$ cat config.mk
export PLATFORM = sky130hd
export DESIGN_NAME = led_matrix_scanner
export DESIGN_NICKNAME = d
export VERILOG_FILES = /design/src/rtl/led_matrix_pkg.sv /design/src/rtl/sr_serializer.sv /design/src/rtl/led_matrix_scanner.sv
export SDC_FILE = /design/constraint.sdc
export NUM_CORES = 1
export LEC_CHECK = 0
export ABC_CLOCK_PERIOD_IN_PS = 2800
export BUFFER_PORTS_ARGS = -buffer_cell sky130_fd_sc_hd__clkbuf_2
export CAP_MARGIN = 20
export CORE_ASPECT_RATIO = 0.8
export CORE_UTILIZATION = 55
export DETAILED_ROUTE_END_ITERATION = 12
export PLACE_DENSITY = 0.89
export SLEW_MARGIN = 10
export SYNTH_ARGS = -nofsm -noshare
export SYNTH_HDL_FRONTEND = slang
export SYNTH_SLANG_ARGS = --single-unit
$ cat constraint.sdc
create_clock -name clk -period 2.8 [get_ports clk]
set_clock_uncertainty 0.05 [all_clocks]
set_input_delay 0.28 -clock clk [delete_from_list [all_inputs] [get_ports clk]]
set_output_delay 0.28 -clock clk [all_outputs]
set_load 0.01 [all_outputs]
$ cat src/rtl/led_matrix_pkg.sv
`default_nettype none
// ============================================================================
//  Module   : led_matrix_pkg
//  Purpose  : Shared types, sizes and helpers for the 8x8 LED matrix scanner.
//  Revision : 1.0 - initial release
// ============================================================================
package led_matrix_pkg;

  localparam int ROWS    = 8;
  localparam int COLS    = 8;
  localparam int SR_BITS = 16;

  // Scanner sequencing states
  typedef enum logic [2:0] {
    IDLE  = 3'd0,
    LOAD  = 3'd1,
    SHIFT = 3'd2,
    LATCH = 3'd3,
    HOLD  = 3'd4
  } state_t;

  // Row-select byte: bit idx set, all others clear
  function automatic logic [7:0] onehot8(input logic [2:0] idx);
    return 8'd1 << idx;
  endfunction

endpackage
`default_nettype wire

$ cat src/rtl/sr_serializer.sv
`default_nettype none
// ============================================================================
//  Module   : sr_serializer
//  Purpose  : Shifts a 16-bit word MSB first into a 74HC595-style chain.
//             Each bit holds sr_clk low for CLK_DIV cycles, then high for
//             CLK_DIV cycles; done is asserted on the final cycle of the
//             last bit so the caller can leave its shift state on time.
//  Revision : 1.0 - initial release
// ============================================================================
module sr_serializer
  import led_matrix_pkg::*;
#(
  parameter int CLK_DIV = 4
) (
  input  logic        clk,
  input  logic        rst,
  input  logic        start,
  input  logic [15:0] word,
  output logic        sr_data,
  output logic        sr_clk,
  output logic        done
);

  localparam int c_PH_W = (CLK_DIV > 1) ? $clog2(CLK_DIV) : 1;

  logic [15:0]       r_shift;
  logic              r_busy;
  logic [c_PH_W-1:0] r_phase;
  logic              r_high;
  logic [3:0]        r_bit;
  logic              r_sr_data;
  logic              r_sr_clk;
  logic              w_phase_end;

  assign w_phase_end = (r_phase == c_PH_W'(CLK_DIV - 1));
  assign done        = r_busy && w_phase_end && r_high && (r_bit == 4'(SR_BITS - 1));
  assign sr_data     = r_sr_data;
  assign sr_clk      = r_sr_clk;

  // Bit/phase sequencer: counters clear on start and only run while busy
  always_ff @(posedge clk or negedge rst) begin
    if (!rst) begin
      r_shift   <= '0;
      r_busy    <= 1'b0;
      r_phase   <= '0;
      r_high    <= 1'b0;
      r_bit     <= '0;
      r_sr_data <= 1'b0;
      r_sr_clk  <= 1'b0;
    end else if (start) begin
      r_shift   <= {word[14:0], 1'b0};
      r_sr_data <= word[15];
      r_sr_clk  <= 1'b0;
      r_phase   <= '0;
      r_high    <= 1'b0;
      r_bit     <= '0;
      r_busy    <= 1'b1;
    end else if (r_busy) begin
      if (w_phase_end) begin
        r_phase <= '0;
        if (!r_high) begin
          r_high   <= 1'b1;
          r_sr_clk <= 1'b1;
        end else begin
          r_high   <= 1'b0;
          r_sr_clk <= 1'b0;
          if (r_bit == 4'(SR_BITS - 1)) begin
            r_busy    <= 1'b0;
            r_sr_data <= 1'b0;
          end else begin
            r_bit     <= r_bit + 4'd1;
            r_sr_data <= r_shift[15];
            r_shift   <= {r_shift[14:0], 1'b0};
          end
        end
      end else begin
        r_phase <= r_phase + c_PH_W'(1);
      end
    end
  end

endmodule
`default_nettype wire

$ cat src/rtl/led_matrix_scanner.sv
`default_nettype none
// ============================================================================
//  Module   : led_matrix_scanner
//  Purpose  : Double-buffers the 64-bit game frame and row-scans an 8x8 LED
//             matrix through a serial shift-register chain.
//             Optional DIM_EN: PWM the output enable during HOLD from the
//             3-bit brightness input (sampled in LOAD).
//  Revision : 1.0 - initial release
// ============================================================================
module led_matrix_scanner
  import led_matrix_pkg::*;
#(
  parameter int CLK_DIV  = 4,
  parameter int ROW_HOLD = 1000
) (
  input  logic        clk,
  input  logic        rst,
  input  logic        enable,
  input  logic [63:0] frame_in,
  input  logic        frame_valid,
  input  logic [2:0]  brightness,
  output logic        sr_data,
  output logic        sr_clk,
  output logic        sr_latch,
  output logic        sr_oe_n,
  output logic [2:0]  row_idx,
  output logic        frame_done
);

  localparam int c_HOLD_W = $clog2(ROW_HOLD);

  state_t              r_state;
  logic [63:0]         r_frame_buf;
  logic [2:0]          r_row;
  logic [c_HOLD_W-1:0] r_hold;
  logic                r_latch;
  logic                r_oe_n;
  logic                r_done;
  logic [63:0]         w_src;
  logic [COLS-1:0]     w_row_bits;
  logic [15:0]         w_word;
  logic                w_start;
  logic                w_sr_done;
  logic                w_hold_last;

`ifdef DIM_EN
  logic [c_HOLD_W:0]   r_dim_limit;
`else
  logic                w_unused_brightness;
  assign w_unused_brightness = ^brightness;
`endif

  // A new frame is only taken at row 0, so a scan never mixes two frames
  assign w_src       = (r_row == 3'd0 && frame_valid) ? frame_in : r_frame_buf;
  assign w_row_bits  = w_src[{r_row, 3'b000} +: COLS];
  assign w_word      = {onehot8(r_row), w_row_bits};
  assign w_start     = (r_state == LOAD);
  assign w_hold_last = (r_hold == c_HOLD_W'(ROW_HOLD - 1));

  assign sr_latch   = r_latch;
  assign sr_oe_n    = r_oe_n;
  assign row_idx    = r_row;
  assign frame_done = r_done;

  sr_serializer #(
    .CLK_DIV (CLK_DIV)
  ) u_ser (
    .clk     (clk),
    .rst     (rst),
    .start   (w_start),
    .word    (w_word),
    .sr_data (sr_data),
    .sr_clk  (sr_clk),
    .done    (w_sr_done)
  );

  // Row-scan sequencer with registered latch/enable/row/frame-done outputs
  always_ff @(posedge clk or negedge rst) begin
    if (!rst) begin
      r_state     <= IDLE;
      r_frame_buf <= '0;
      r_row       <= '0;
      r_hold      <= '0;
      r_latch     <= 1'b0;
      r_oe_n      <= 1'b1;
      r_done      <= 1'b0;
`ifdef DIM_EN
      r_dim_limit <= '0;
`endif
    end else begin
      case (r_state)
        IDLE: begin
          r_oe_n  <= 1'b1;
          r_latch <= 1'b0;
          r_done  <= 1'b0;
          r_row   <= '0;
          if (enable) r_state <= LOAD;
        end
        LOAD: begin
          if (r_row == 3'd0 && frame_valid) r_frame_buf <= frame_in;
`ifdef DIM_EN
          r_dim_limit <= (c_HOLD_W+1)'(((32'(brightness) + 32'd1) * 32'(ROW_HOLD)) >> 3);
`endif
          r_state <= SHIFT;
        end
        SHIFT: begin
          // Previous row stays lit until the new one is latched
          if (w_sr_done) begin
            r_latch <= 1'b1;
            r_oe_n  <= 1'b1;
            r_state <= LATCH;
          end
        end
        LATCH: begin
          r_latch <= 1'b0;
          r_oe_n  <= 1'b0;
          r_hold  <= '0;
          r_state <= HOLD;
        end
        HOLD: begin
          if (w_hold_last) begin
            r_done <= 1'b0;
            r_row  <= r_row + 3'd1;
            if (enable) begin
              r_state <= LOAD;
            end else begin
              r_oe_n  <= 1'b1;
              r_state <= IDLE;
            end
          end else begin
            r_hold <= r_hold + c_HOLD_W'(1);
            // Registered one cycle early so the pulse lands on the last HOLD cycle
            r_done <= (r_row == 3'd7) && (r_hold == c_HOLD_W'(ROW_HOLD - 2));
`ifdef DIM_EN
            r_oe_n <= (({1'b0, r_hold} + (c_HOLD_W+1)'(1)) >= r_dim_limit);
`endif
          end
        end
        default: r_state <= IDLE;
      endcase
    end
  end

endmodule
`default_nettype wire
==> impl_metrics.json <==
{
  "outcome": "finished, violations left",
  "violations": "DRC",
  "yosysSeqAreaShare_pct": 50.1,
  "critical_path_buf_inv_count": 2,
  "worst_slack_ns": 0.398,
  "path_clk_slew_ns": 0.07,
  "pwr_density_cell_mw_per_mm2": 861,
  "finalSetupViolCount": 0,
  "cp_slowest_cell": "mux4_2",
  "syn_nets": 494,
  "syn_to_final_growth_pct": 14.7,
  "drc": 2,
  "m1WireLength_um": 4940,
  "fin_crit_sh_pct": 85.8,
  "min_from": "frame_in[51]",
  "core_sq_mm": 0.00923,
  "fin_area_sq_mm": 0.00613,
  "rsz0062_at_grt": "no",
  "vias": 3651,
  "critPathArrivalTime_ns": 2.55,
  "antenna_found_initial": 0,
  "ant_nets": 0,
  "tritoncts": "done",
  "wire_per_inst_um": 18.9,
  "htreeDepth": 3,
  "pre_cts_ws_ns": 0.394,
  "grt_pass1_vias": 3844,
  "ys.flop_type": "dfrtp_1",
  "portBuffers": 75,
  "fmax_mhz": 416,
  "cts_buffers": 9,
  "cts_buffer_depth": 2,
  "power.leakage_nw": 2.73,
  "synth-edff-count": 0,
  "routed_wl_um": 11500,
  "slowest_delay_ns": 0.56,
  "path_max_fanout": 21,
  "r2r_cells": 7,
  "end_kind": "flip-flop",
  "crit_family": "multiplexers",
  "netlist_area_sq_mm": 0.00535,
  "worstHoldEndpoint": "r_frame_buf[51]",
  "clkSinkCount": 107,
  "critical_path_class": "reg2reg",
  "r2r-end": "u_ser.r_shift[3]",
  "grt_overflow_total": 0,
  "initial_core_util_pct": 57.9,
  "crit_chain": "inv_1, ha_1, nand3b_1, buf_4, mux4_2, a21oi_1, a22oi_1",
  "syn-instance-count": 413,
  "cts-root-buf": "clkbuf_16",
  "cp.required_ns": 2.95,
  "num_rows": 31,
  "drt_first_pass_iters": 9,
  "ys_seq_elements": 107,
  "min_period_ns": 2.40,
  "max_slew_margin_pct": 55.1,
  "hp-class": "in2reg",
  "synthDistinctLibCells": 45,
  "grt_pass1_wl_um": 19200,
  "hpwl_um": 8090,
  "grtUsageTotal_pct": 24.5,
  "syn_area_per_cell_sq_um": 12.9,
  "hold_violations": 0,
  "die_area_sq_mm": 0.0101,
  "boundaryPins": 79,
  "synthArstFlopShare_pct": 100,
  "report.final.slew_viol_count": 0,
  "rrSetupSlack_ns": 0.40,
  "fp.dieW_um": 112,
  "grt_max_degree": 82,
  "die_y_um": 90.2,
  "cts_resized": 0,
  "r2r_start": "row_idx[0]",
  "peakVddDrop_v": 0.000463,
  "met3_wirelength_um": 652,
  "ctsHoldBuffers": 0,
  "route.met2.wl_um": 5670,
  "final_cell_mix": "dfrtp_1 (106), clkbuf_2 (74), mux2_1 (64)",
  "max-cap-violations": 0,
  "hold_path_depth": 2,
  "startpoint_type": "flip-flop",
  "placed_area_sq_mm": 0.00584,
  "post-cts-setup-buffers": 0,
  "viasPerCell": 6.02,
  "top_layer": "met4",
  "routabilityCongestion": 0.791,
  "yosys_warnings": 0,
  "setup_tns_ns": 0,
  "drtIter0Drc": 255,
  "tightest_slew_ns": 0.670,
  "drive_gt1_share_pct": 25.7,
  "clk_latency_ns": 0.35,
  "antenna_cells": 0,
  "finalNetCount": 567,
  "final_common_cell": "dfrtp_1"
}
-- routing by layer --
layer | vias up | GRT usage, %
met4 | 0 | 8.78
met2 | 99 | 39.2
met5 | - | 0
met3 | 17 | 6.20
met1 | 1852 | 32.7
li1 | 1683 | -
-- logic make-up after synthesis --
kind of cell	Yosys count	share of synthesized area, %
multiplexers	114	28.5
XOR/XNOR	10	1.64
flip-flops	107	50.1
buffers and inverters	28	2.32
AND/OR/NAND/NOR	85	8.26
adder cells (fa/ha/maj)	10	2.34
AO/OA/AOI/OAI	59	6.88
-- stage by stage --
step / hold WS, ns / utilization (%) / instances / power, W
final: 0.0927 / 66.4 / 606 / 0.00528
after global routing: 0.105 / 66.4 / 606 / 0.00560
after CTS: 0.0840 / 66.1 / 604 / 0.00530
after detailed placement: 0.429 / 63.2 / 588 / 0.00413
after global placement: 0.418 / 63.2 / 588 / 0.00396
after floorplan: -0.0656 / - / 413 / 0.00364
-- synthesized netlist by cell type (6+ instances only) --
library cell,count,area (sq um)
mux2i_1,26,260
clkbuf_1,10,37.5
nand2_1,19,71.3
a21oi_1,12,60.1
o21ai_0,10,50.1
xor2_1,7,61.3
buf_2,12,60.1
mux4_2,24,541
nand4_1,6,37.5
o21ai_1,10,50.1
ha_1,10,125
a22oi_1,14,105
nor2_1,22,82.6
dfrtp_1,106,2650
mux2_1,64,721
nand3_1,12,60.1
-- sequential cells by signal, summed over array words and instances, names as in the netlist --
signal / flops
frame_done: 1
u_ser.sr_data: 1
r_hold: 10
r_frame_buf: 64
r_state: 3
sr_oe_n: 1
u_ser.r_busy: 1
sr_latch: 1
u_ser.r_phase: 2
u_ser.r_high: 1
u_ser.r_bit: 4
row_idx: 3
u_ser.r_shift: 15
-- final cells by class --
type | instances | area (sq um)
multi-input combinational | 278 | 2550
sequential | 107 | 2680
timing repair buffer | 85 | 480
inverter | 5 | 18.8
tap | 115 | 144
clock inverter | 3 | 15.0
clock buffer | 13 | 250
fill | 659 | 3100
-- power by group --
group,switching (W),internal (W)
Clock,0.000537,0.000624
Sequential,0.000414,0.00219
Combinational,0.000723,0.000791
Total,0.00167,0.00361
-- worst max path at each step --
| stage | startpoint | to | slack, ns | cells past startpoint |
|---|---|---|---|---|
| 2_1_floorplan | row_idx[0] | u_ser.r_shift[3] | 0.43 | 8 |
| 3_3_place_gp | row_idx[0] | u_ser.r_shift[3] | 0.53 | 7 |
| 3_5_place_dp | row_idx[0] | u_ser.r_shift[3] | 0.39 | 7 |
| 4_1_cts | row_idx[0] | u_ser.r_shift[3] | 0.38 | 7 |
| 5_1_grt | row_idx[0] | u_ser.r_shift[7] | 0.22 | 7 |
| 6_report | row_idx[0] | u_ser.r_shift[3] | 0.40 | 7 |
Note: power is estimated with default switching activity, not from simulation.
